**config.mk**
```make
export PLATFORM = sky130hd
export DESIGN_NAME = bist_sched
export DESIGN_NICKNAME = d
export VERILOG_FILES = /design/src/rtl/bist_pkg.sv /design/src/rtl/bist_prio_enc.sv /design/src/rtl/bist_sched.sv
export SDC_FILE = /design/constraint.sdc
export NUM_CORES = 1
export LEC_CHECK = 0
export CAP_MARGIN = 20
export CORE_ASPECT_RATIO = 1.4
export CORE_UTILIZATION = 53
export CTS_CLUSTER_SIZE = 30
export DETAILED_ROUTE_END_ITERATION = 10
export PLACE_DENSITY = 0.81
export SKIP_CTS_REPAIR_TIMING = 1
export SYNTH_ARGS = -nofsm -noshare
export SYNTH_HDL_FRONTEND = slang
export SYNTH_HIERARCHICAL = 1
export SYNTH_SLANG_ARGS = --single-unit
export TNS_END_PERCENT = 30
```
**constraint.sdc**
```tcl
create_clock -name clk -period 2.1 [get_ports clk]
set_input_delay 0.42 -clock clk [delete_from_list [all_inputs] [get_ports clk]]
set_output_delay 0.42 -clock clk [all_outputs]
set_load 0.01 [all_outputs]
```
**src/rtl/bist_pkg.sv**
```systemverilog
// bist_pkg: shared state encoding and default sizing for the memory BIST scheduler
package bist_pkg;
  typedef enum logic [2:0] {IDLE, SELECT, LAUNCH, WAIT, RECORD, FINISH} state_t;
  localparam int NUM_MEM_DEF = 4;
  localparam int TIMEOUT_DEF = 1024;
endpackage

```
**src/rtl/bist_prio_enc.sv**
```systemverilog
// bist_prio_enc: lowest-index set-bit encoder with valid flag
module bist_prio_enc #(
  parameter int W = 4
) (
  input  logic [W-1:0]         req,
  output logic [$clog2(W)-1:0] idx,
  output logic                 valid
);
  localparam int IW = $clog2(W);
  always_comb begin
    idx = '0;
    for (int i = W - 1; i >= 0; i--) idx = req[i] ? IW'(i) : idx;
  end
  assign valid = |req;
endmodule

```
**src/rtl/bist_sched.sv**
```systemverilog
// bist_sched: walks a mask of memories through one shared BIST engine with a per-run watchdog
module bist_sched
  import bist_pkg::*;
#(
  parameter int NUM_MEM = NUM_MEM_DEF,
  parameter int TIMEOUT = TIMEOUT_DEF
) (
  input  logic                       clk,
  input  logic                       rst,
  input  logic                       start,
  input  logic [NUM_MEM-1:0]         mem_mask,
  output logic                       eng_start,
  output logic [$clog2(NUM_MEM)-1:0] mem_sel,
  input  logic                       eng_done,
  input  logic                       eng_fail,
  output logic                       busy,
  output logic                       done,
  output logic                       fail,
  output logic [NUM_MEM-1:0]         fail_map,
  output logic                       timeout
);
  localparam int SW = $clog2(NUM_MEM);
  localparam int CW = $clog2(TIMEOUT);
  state_t             state, nxt;
  logic [NUM_MEM-1:0] pending;
  logic [CW-1:0]      cnt;
  logic [SW-1:0]      idx;
  logic               valid, accept, term;
  bist_prio_enc #(.W(NUM_MEM)) u_enc (.req(pending), .idx(idx), .valid(valid));
  assign accept = (state == IDLE || state == FINISH) && start;
  assign term   = cnt == CW'(TIMEOUT - 1);
  always_ff @(posedge clk or posedge rst) begin
    if (rst) state <= IDLE;
    else     state <= nxt;
  end
  always_comb begin
    nxt = state;
    case (state)
      IDLE, FINISH: nxt = start ? SELECT : state;
      SELECT:       nxt = valid ? LAUNCH : FINISH;
      LAUNCH:       nxt = WAIT;
      WAIT:         nxt = (eng_done || term) ? RECORD : WAIT;
      RECORD:       nxt = SELECT;
      default:      nxt = IDLE;
    endcase
  end
  always_comb begin
    eng_start = state == LAUNCH;
    busy      = state inside {SELECT, LAUNCH, WAIT, RECORD};
    done      = state == FINISH;
    fail      = done && |fail_map;
  end
  always_ff @(posedge clk or posedge rst) begin
    if (rst) begin
      pending  <= '0;
      fail_map <= '0;
      timeout  <= 1'b0;
      mem_sel  <= '0;
      cnt      <= '0;
    end else begin
      if (accept) begin
        pending  <= mem_mask;
        fail_map <= '0;
        timeout  <= 1'b0;
      end
      if (state == SELECT && valid) mem_sel <= idx;
      if (state == LAUNCH) cnt <= '0;
      // a response on the terminal-count cycle wins over the watchdog
      if (state == WAIT) begin
        if (eng_done) fail_map[mem_sel] <= eng_fail;
        else if (term) begin
          fail_map[mem_sel] <= 1'b1;
          timeout           <= 1'b1;
        end else cnt <= cnt + 1'b1;
      end
      if (state == RECORD) pending[mem_sel] <= 1'b0;
    end
  end
endmodule

```
==> results_dict.tcl <==
set metrics [dict create \
    status "complete, no violations" \
    cts_tree "done" \
    synthSimpleGateAreaFrac_pct 27.5 \
    drv_cap 0 \
    fin_hold_ws_ps 421 \
    htreeDepth 1 \
    synthFlopType "dfrtp_1" \
    synth_top_family_by_area "simple AND/OR/NAND/NOR gates" \
    dp_hpwl_um 2220 \
    synth-xor-area-share_pct 2.52 \
    fin_crit_sh_pct 88.4 \
    grtUsageMet2_pct 43.8 \
    multi_input_area_um2 759 \
    netlist_area_mm2 0.00139 \
    required_ps 1680 \
    die_w_um 45.3 \
    use_met1_pct 26.1 \
    synthAdderAreaFrac_pct 0.901 \
    final_core_util_pct 70.0 \
    powerDensity_mw_per_mm2 1090 \
    grt_pass1_wl_um 5060 \
    nFillCells 192 \
    path_class "reg2out" \
    finClkSkew_ps 1.61 \
    final_common_cell "dfrtp_1" \
    grt_pass1_vias 1200 \
    io_pins 20 \
    cp-end-kind "output pin" \
    syn_nets 150 \
    final_cell_mix "dfrtp_1, nand2_1, clkdlybuf4s50_1, nor2_1" \
    relSlewSlack_pct 71.5 \
    synth_cells 140 \
    synth-edff-count 0 \
    layout.area.seq_um2 603 \
    final_nets 178 \
    place.gp.congestion 0.881 \
    path_clk_slew_ps 130 \
    yosysWarnings 6 \
    wl_per_cell_um 14.9 \
    ant_nets 0 \
    grt_overflow 0 \
    clock-root-buffer "clkbuf_4" \
    rsz0062_at_grt "no" \
    finalHoldViolations 0 \
    fmax_mhz 539 \
    ys_ff_latch 24 \
    async_flop_share_pct 100 \
    grt-busiest-layer "met2" \
    num_rows 21 \
    avgViaCountPerCell 5.65 \
    cts.path.max_buffers 2 \
    initial_utilization_pct 56.8 \
    wl_um 3000 \
    antenna_found_initial 0 \
    worst_pin_slew_ps 423 \
    vdd_ir_drop_max_mv 0.664 \
    setup_viol 0 \
    drc 0 \
    synthMuxAreaShare_pct 6.04 \
    num_vias 1136 \
    port_buffers 19 \
    first_pass_iters 4 \
    synth-seq-area-share_pct 43.2 \
    min_period_ps 1860 \
    crit_fanout 7 \
    startpoint_type "flip-flop" \
    ys_types 44 \
    drive_gt1_share_pct 19.2 \
    gr-usage-met3_pct 3.76 \
    power.leakage_nw 0.798 \
    core_mm2 0.00244 \
    grt_max_degree 25 \
    insertion_delay_ps 320 \
    synth-compound-area-share_pct 16.5 \
    antenna_cells 0 \
    hp-class "in2async" \
    slew_viol_final 0 \
    grt_use_total_pct 24.2 \
    drt_first_iter_violations 21 \
    synth.avg_cell_area_um2 9.92 \
    syn2layout_area_growth_pct 23.2 \
    chipHeight_um 62.6 \
    die_area_mm2 0.00283 \
    arrival_ps 1440 \
    clock-sinks 24 \
    numCtsBuffers 3 \
]
## state kept, by name, summed over array words and instances (netlist names)
signal / count
cnt: 10
fail_map: 4
mem_sel: 2
pending: 4
state: 3
timeout: 1
## metal layers
| metal | vias to the layer above | wire [um] |
|---|---|---|
| met5 | - | 0 |
| met4 | 0 | 75 |
| met3 | 9 | 80 |
| met2 | 29 | 1650 |
| met1 | 542 | 1190 |
| li1 | 556 | - |
## report_power, final
part           switching, W  total (W)  internal [W]
Clock              0.000138   0.000244      0.000106
Sequential         0.000170   0.000756      0.000586
Combinational      0.000428   0.000868      0.000440
## layout make-up
cell class / instances / area share (%)
Sequential cell: 24 / 35.3
Clock buffer: 4 / 2.12
Tap cell: 34 / 2.49
Multi-Input combinational cell: 109 / 44.4
Inverter: 4 / 0.951
Timing Repair Buffer: 26 / 14.8
## through the flow
stage | setup WS [ps] | TNS [ps] | power (W) | cell area (um2) | std cells
after detailed placement | 91.6 | 0 | 0.00156 | 1630 | 195
after CTS | -266 | -681 | 0.00180 | 1670 | 199
after floorplan | 574 | 0 | 0.00128 | 1390 | 140
final | 245 | 0 | 0.00187 | 1710 | 201
after global placement | 154 | 0 | 0.00153 | 1630 | 195
after global routing | 160 | 0 | 0.00200 | 1710 | 201
## Yosys cell counts, types with 2 or more instances
master,n,area [um2]
and2_1,4,25.0
nand3b_1,2,15.0
nor2_1,11,41.3
a211o_1,2,17.5
a21oi_1,7,35.0
buf_6,2,22.5
mux2i_1,5,50.1
or2_2,2,12.5
a31oi_1,3,18.8
nand2_1,16,60.1
mux2_2,3,33.8
xnor2_1,4,35.0
nor3_1,4,20.0
nor2b_1,4,25.0
a211oi_1,4,30.0
inv_1,3,11.3
dfrtp_1,24,601
nand2b_1,3,18.8
nand3_1,4,20.0
o21ai_0,7,35.0
and3_2,3,22.5
## critical path, cell delays in order, from the launching register on
cell,delay (ps)
dfrtp_2,480
nand2b_1,120
or2_4,280
clkinv_2,80
dlymetal6s2s_1,150
## final timing paths
check                      startpoint          to  slack [ps]  cells after the start
setup / recovery             state[1]   eng_start         240                      4
max in group asynchronous         rst    state[1]        1430                      3
setup reg to reg               cnt[1]      cnt[5]         280                      6
min in group clk               cnt[9]      cnt[9]         520                      1
hold reg to reg                cnt[9]      cnt[9]         520                      1
hold / removal                    rst  pending[3]         420                      3
## cell families after synthesis
logic type / count (synthesis)
fa+ha+maj: 1
simple gates: 64
mux: 8
flops: 24
buf+inv: 7
xor+xnor: 4
compound gates: 32
Note: power is estimated with default switching activity, not from simulation.
